--- src/rtl/fft_frame_ctrl.sv ---
// fft_frame_ctrl
//   Frame sequencer for the unrolled FFT datapath and its I/Q sample delay line.
//   Gates the delay-line shift so that exactly N accepted samples form a frame,
//   pulses fft_start once the frame is complete, waits out the FFT pipeline
//   latency, pulses result_valid and counts completed frames.
//
// Ports
//   clk          rising-edge clock
//   reset        synchronous, active-high reset
//   enable       run request; 0 stops accepting new frames (in-flight frame completes)
//   s_valid      input sample valid (sample data does not pass through this block)
//   s_ready      sample accepted when s_valid & s_ready
//   shift_en     delay-line shift enable (= s_valid & s_ready)
//   fft_start    1-cycle pulse: delay line holds a complete frame
//   result_valid 1-cycle pulse: FFT outputs belong to the current frame
//   busy         high in FILL, RUN, DONE
//   frame_cnt    completed frame count, wraps
//   overrun      sticky: sample offered while in RUN/DONE
module fft_frame_ctrl #(
    parameter int N   = 32,
    parameter int LAT = 8,
    parameter int FCW = 16
) (
    input  logic           clk,
    input  logic           reset,
    input  logic           enable,
    input  logic           s_valid,
    output logic           s_ready,
    output logic           shift_en,
    output logic           fft_start,
    output logic           result_valid,
    output logic           busy,
    output logic [FCW-1:0] frame_cnt,
    output logic           overrun
);

    localparam int SW = (N   > 1) ? $clog2(N)   : 1;
    localparam int LW = (LAT > 1) ? $clog2(LAT) : 1;

    typedef enum logic [1:0] {IDLE, FILL, RUN, DONE} state_t;

    state_t         state_q, state_d;
    logic [SW-1:0]  samp_cnt_q, samp_cnt_d;
    logic [LW-1:0]  lat_cnt_q, lat_cnt_d;
    logic           fft_start_q, fft_start_d;
    logic           result_valid_q, result_valid_d;
    logic [FCW-1:0] frame_cnt_q, frame_cnt_d;
    logic           overrun_q, overrun_d;

    always_ff @(posedge clk) begin
        if (reset) begin
            state_q        <= IDLE;
            samp_cnt_q     <= '0;
            lat_cnt_q      <= '0;
            fft_start_q    <= 1'b0;
            result_valid_q <= 1'b0;
            frame_cnt_q    <= '0;
            overrun_q      <= 1'b0;
        end else begin
            state_q        <= state_d;
            samp_cnt_q     <= samp_cnt_d;
            lat_cnt_q      <= lat_cnt_d;
            fft_start_q    <= fft_start_d;
            result_valid_q <= result_valid_d;
            frame_cnt_q    <= frame_cnt_d;
            overrun_q      <= overrun_d;
        end
    end

    always_comb begin
        state_d        = state_q;
        samp_cnt_d     = samp_cnt_q;
        lat_cnt_d      = lat_cnt_q;
        fft_start_d    = 1'b0;
        result_valid_d = 1'b0;
        frame_cnt_d    = frame_cnt_q;
        overrun_d      = overrun_q;
        unique case (state_q)
            IDLE: begin
                if (enable) state_d = FILL;
            end
            FILL: begin
                if (!enable) begin
                    // Dropping enable discards the partial frame, even on the would-be last sample.
                    state_d    = IDLE;
                    samp_cnt_d = '0;
                end else if (s_valid) begin
                    if (samp_cnt_q == SW'(N - 1)) begin
                        samp_cnt_d  = '0;
                        lat_cnt_d   = '0;
                        fft_start_d = 1'b1;
                        state_d     = RUN;
                    end else begin
                        samp_cnt_d = samp_cnt_q + 1'b1;
                    end
                end
            end
            RUN: begin
                if (s_valid) overrun_d = 1'b1;
                if (lat_cnt_q == LW'(LAT - 1)) begin
                    // Registered so the pulse lands in the DONE cycle.
                    lat_cnt_d      = '0;
                    result_valid_d = 1'b1;
                    state_d        = DONE;
                end else begin
                    lat_cnt_d = lat_cnt_q + 1'b1;
                end
            end
            DONE: begin
                if (s_valid) overrun_d = 1'b1;
                frame_cnt_d = frame_cnt_q + 1'b1;
                state_d     = enable ? FILL : IDLE;
            end
            default: state_d = IDLE;
        endcase
    end

    assign s_ready      = (state_q == FILL) && enable;
    assign shift_en     = s_valid && s_ready;
    assign busy         = (state_q != IDLE);
    assign fft_start    = fft_start_q;
    assign result_valid = result_valid_q;
    assign frame_cnt    = frame_cnt_q;
    assign overrun      = overrun_q;

endmodule

--- config.mk ---
export PLATFORM = sky130hd
export DESIGN_NAME = fft_frame_ctrl
export DESIGN_NICKNAME = d
export VERILOG_FILES = /design/src/rtl/fft_frame_ctrl.sv
export SDC_FILE = /design/constraint.sdc
export NUM_CORES = 1
export LEC_CHECK = 0
export ABC_CLOCK_PERIOD_IN_PS = 5000
export CAP_MARGIN = 20
export CORE_MARGIN = 1
export CORE_UTILIZATION = 54
export CTS_CLUSTER_SIZE = 8
export DETAILED_ROUTE_END_ITERATION = 10
export GPL_ROUTABILITY_DRIVEN = 0
export GPL_TIMING_DRIVEN = 0
export PLACE_DENSITY = 0.83
export RECOVER_POWER = 50
export SLEW_MARGIN = 20
export SYNTH_ARGS = -nofsm -noshare
export SYNTH_HDL_FRONTEND = slang
export SYNTH_SLANG_ARGS = --single-unit
--- constraint.sdc ---
create_clock -name clk -period 5 [get_ports clk]
set_clock_uncertainty 0.15 [all_clocks]
set_input_delay 1.5 -clock clk [delete_from_list [all_inputs] [get_ports clk]]
set_output_delay 1.5 -clock clk [all_outputs]
set_load 0.005 [all_outputs]
==> results of run 1 <==
[power by group through the flow]
stage | Sequential [mW] | Clock [mW] | Combinational (mW)
5_1_grt | 0.233 | 0.175 | 0.0176
2_1_floorplan | 0.238 | 0 | 0.00914
4_1_cts | 0.232 | 0.166 | 0.0165
6_report | 0.232 | 0.163 | 0.0159
3_3_place_gp | 0.238 | 0 | 0.0158
3_5_place_dp | 0.238 | 0 | 0.0164
[Yosys cell counts, drive strengths merged]
| master | n |
|---|---|
| dfxtp | 29 |
| nor2 | 20 |
| nand2 | 8 |
| a21oi | 7 |
| nand3 | 7 |
| xnor2 | 7 |
| nand4 | 6 |
| ha | 5 |
| nor4 | 5 |
| xor2 | 5 |
| buf | 4 |
| inv | 4 |
| nor3 | 4 |
| nand2b | 3 |
| a22o | 2 |
| a22oi | 2 |
| a311oi | 2 |
| and3 | 2 |
| and3b | 2 |
| clkbuf | 2 |
| mux2 | 2 |
| or3 | 2 |
| a2111oi | 1 |
| a31o | 1 |
| a41oi | 1 |
| and2 | 1 |
| and2b | 1 |
| and4 | 1 |
| and4b | 1 |
| mux2i | 1 |
| nand3b | 1 |
| nor2b | 1 |
| nor3b | 1 |
| o21ai | 1 |
| or2 | 1 |
[metrics by stage]
step                utilization (%)  setup slack [ns]  std cells  hold WS (ns)  cell area [um^2]
global placement              71.41            0.5140        196        0.3030              1625
detailed placement            71.41            0.4929        196        0.3183              1625
floorplan                         -             1.536        143        0.2926              1340
finish                        74.16            0.2873        204        0.3346              1688
CTS                           74.49            0.4875        204        0.3434              1695
global route                  74.16            0.2254        204        0.3739              1688
[cells by family (layout without fill, tap and decap cells)]
logic type | count (synthesis) | in the layout | synth area share (%)
buffers and inverters | 10 | 43 | 3.268
adders and majority gates | 5 | 5 | 4.669
and+or+nand+nor | 67 | 67 | 29.51
AOI/OAI and AO/OA | 17 | 17 | 8.683
DFF | 29 | 29 | 43.32
xor gates and xnor gates | 12 | 12 | 7.843
muxes | 3 | 3 | 2.707
[flip-flops by register name (all words and copies together), names as in the netlist, named ones only]
name / cells
frame_cnt: 16
lat_cnt_q: 3
state_q: 1
fft_start: 1
overrun: 1
samp_cnt_q: 5
result_valid: 1
[cell usage in the layout (no fill, tap or decap), types with 3 or more instances in the layout]
cell,count
a21oi_1,7
clkbuf_1,4
clkbuf_4,5
clkdlybuf4s50_1,19
dfxtp_1,29
dlygate4sd3_1,6
ha_1,5
inv_1,4
nand2_1,8
nand2b_1,3
nand3_1,6
nand4_1,5
nor2_1,20
nor3_1,4
nor4_1,3
xnor2_1,7
xor2_1,5
[worst paths after layout]
kind / endpoint / depth (start not counted) / start
worst min-delay path: overrun$_SDFFE_PP0P_ / 2 / overrun$_SDFFE_PP0P_
worst max-delay path: shift_en / 4 / enable
worst min register to register: overrun$_SDFFE_PP0P_ / 2 / overrun$_SDFFE_PP0P_
worst max register to register: samp_cnt_q[3]$_SDFFE_PP0P_ / 6 / samp_cnt_q[0]$_SDFFE_PP0P_
[critical path: stages]
cell and delay (ns):
dlygate4sd3_1 0.60, and4b_1 0.20, clkbuf_1 0.21, clkdlybuf4s50_1 0.55
[routing by layer]
layer	part of all wire, %	vias up	wire, um
met4	2.4	0	68
li1	-	576	-
met5	0	-	0
met3	4.0	11	113
met2	49	32	1380
met1	44	535	1243
[layout make-up]
class | count | area [um^2]
fill | 169 | 588.1
clock inverter | 1 | 5.005
sequential | 29 | 580.6
buffer | 6 | 25.02
multi-input combinational | 104 | 711.9
clock buffer | 7 | 65.06
inverter | 4 | 15.01
timing repair buffer | 25 | 250.2
tap | 28 | 35.03
==> metrics.md, run 1 <==
| Metric | Value |
|---|---|
| Diode count | `0` |
| Vias in the first global route | `1130` |
| Postcts setup bufs | `0` |
| Sw Ratio | `22.14%` |
| Switching power | `90.98 uW` |
| FP Rows | `17` |
| I/O Pins | `26` |
| Worst setup SP type | `input pin` |
| Synth top area share | `43.32%` |
| Vias per cell | `5.657` |
| Clock Sinks | `29` |
| Leading area contributor after synthesis | `dfxtp_1` |
| GRT Total Usage | `24.46%` |
| P per Cell Area | `243.5 mW/mm^2` |
| Root Buffer | `clkbuf_4` |
| Synthesized Nets | `152` |
| Wire per inst | `13.75 um` |
| Final min period | `4.713 ns` |
| Worst-case clock buffer depth | `2` |
| Synthesized flop and latch total | `29` |
| IO buf count | `25` |
| CP required | `3.35 ns` |
| Clock slew at reported path FFs | `0.10 ns` |
| Worst Tran Pin Value | `0.4760 ns` |
| Die W | `51.82 um` |
| Met1 global-route usage | `28.49%` |
| Post-synth cell types | `43` |
| Reg2reg setup slack | `3.11 ns` |
| CTS tree | `done` |
| Layout area overhead | `25.96%` |
| Core Region | `0.002276 mm^2` |
| CP max FO | `5` |
| CP Class | `in2out` |
| Later-pin clock latency in the skew report | `0.33 ns` |
| Clock share of power | `39.6%` |
| Die height | `51.82 um` |
| Setup Viol. Count Final | `0` |
| Post-DRT Antenna Nets | `0` |
| Status | `completed` |
| Inserted Clock Buffers | `5` |
| Drt first pass iters | `4` |
| Crit path arrival time | `3.06 ns` |
| Starting density of the core | `58.88%` |
| Unrepaired setup endpoints after global routing | `false` |
| Mapped cell area | `0.001340 mm^2` |
| Relative slew slack | `68.26%` |
| Hold Buf Count CTS | `0` |
| Max Clk Rate | `212.2 MHz` |
| Final worst-path cycle share | `94.25%` |
| Sequential fraction of the synthesis area | `43.32%` |
| Post-route DRC | `0` |
| CP Capture Type | `output pin` |
| Slew Viols, Final | `0` |
| GRT busiest layer | `met2` |
| Synth area leaders | `dfxtp_1, nor2_1, ha_1, xnor2_1, xor2_1` |
| Syn Inst Count | `143` |
| Comb power frac | `3.9%` |
| H-tree Lvls | `2` |
| Part of the power in registers | `56.6%` |
| P_leak | `0.6494 nW` |
| Pin count of the biggest net entering global routing | `11` |
| Detailed Place HPWL | `2027 um` |
| Resized cells post-CTS | `0` |
| DR iter-0 viols | `32` |
| Tot Pwr | `410.9 uW` |
| GR Util met3 | `6.140%` |
| Via Count | `1154` |
| Avg Cell Area, Syn | `9.371 um^2` |
| Max cap viols | `0` |
| Die area | `0.002685 mm^2` |
| Hold Vio Cnt, Final | `0` |
| GRT overflow | `0` |
| Internal Pwr Total | `319.9 uW` |
| Layout cell share with drive strength beyond 1 | `10.80%` |
| Routed WL | `2805 um` |
| Setup TNS | `0 ns` |
| Max VDD drop | `0.2221 mV` |
| HP Class | `reg2reg` |
| First-pass GRT wire length | `4788 um` |
| Synth warnings | `0` |
| GRT met2 Usage | `41.56%` |
| Antenna violations before repair | `0` |
| Nets | `184` |
Power figures use the tool's default switching activity.
==> run 2, diff against run 1 <==
Settings changed: SLEW_MARGIN 20 to not set.
==> results of run 2 <==
No change in the layout: final DEF, timing and power equal those of run 1.
==> run 3, diff against run 2 <==
Settings changed: CAP_MARGIN 20 to not set.
==> results of run 3 <==
No change in the layout: final DEF, timing and power equal those of run 1.
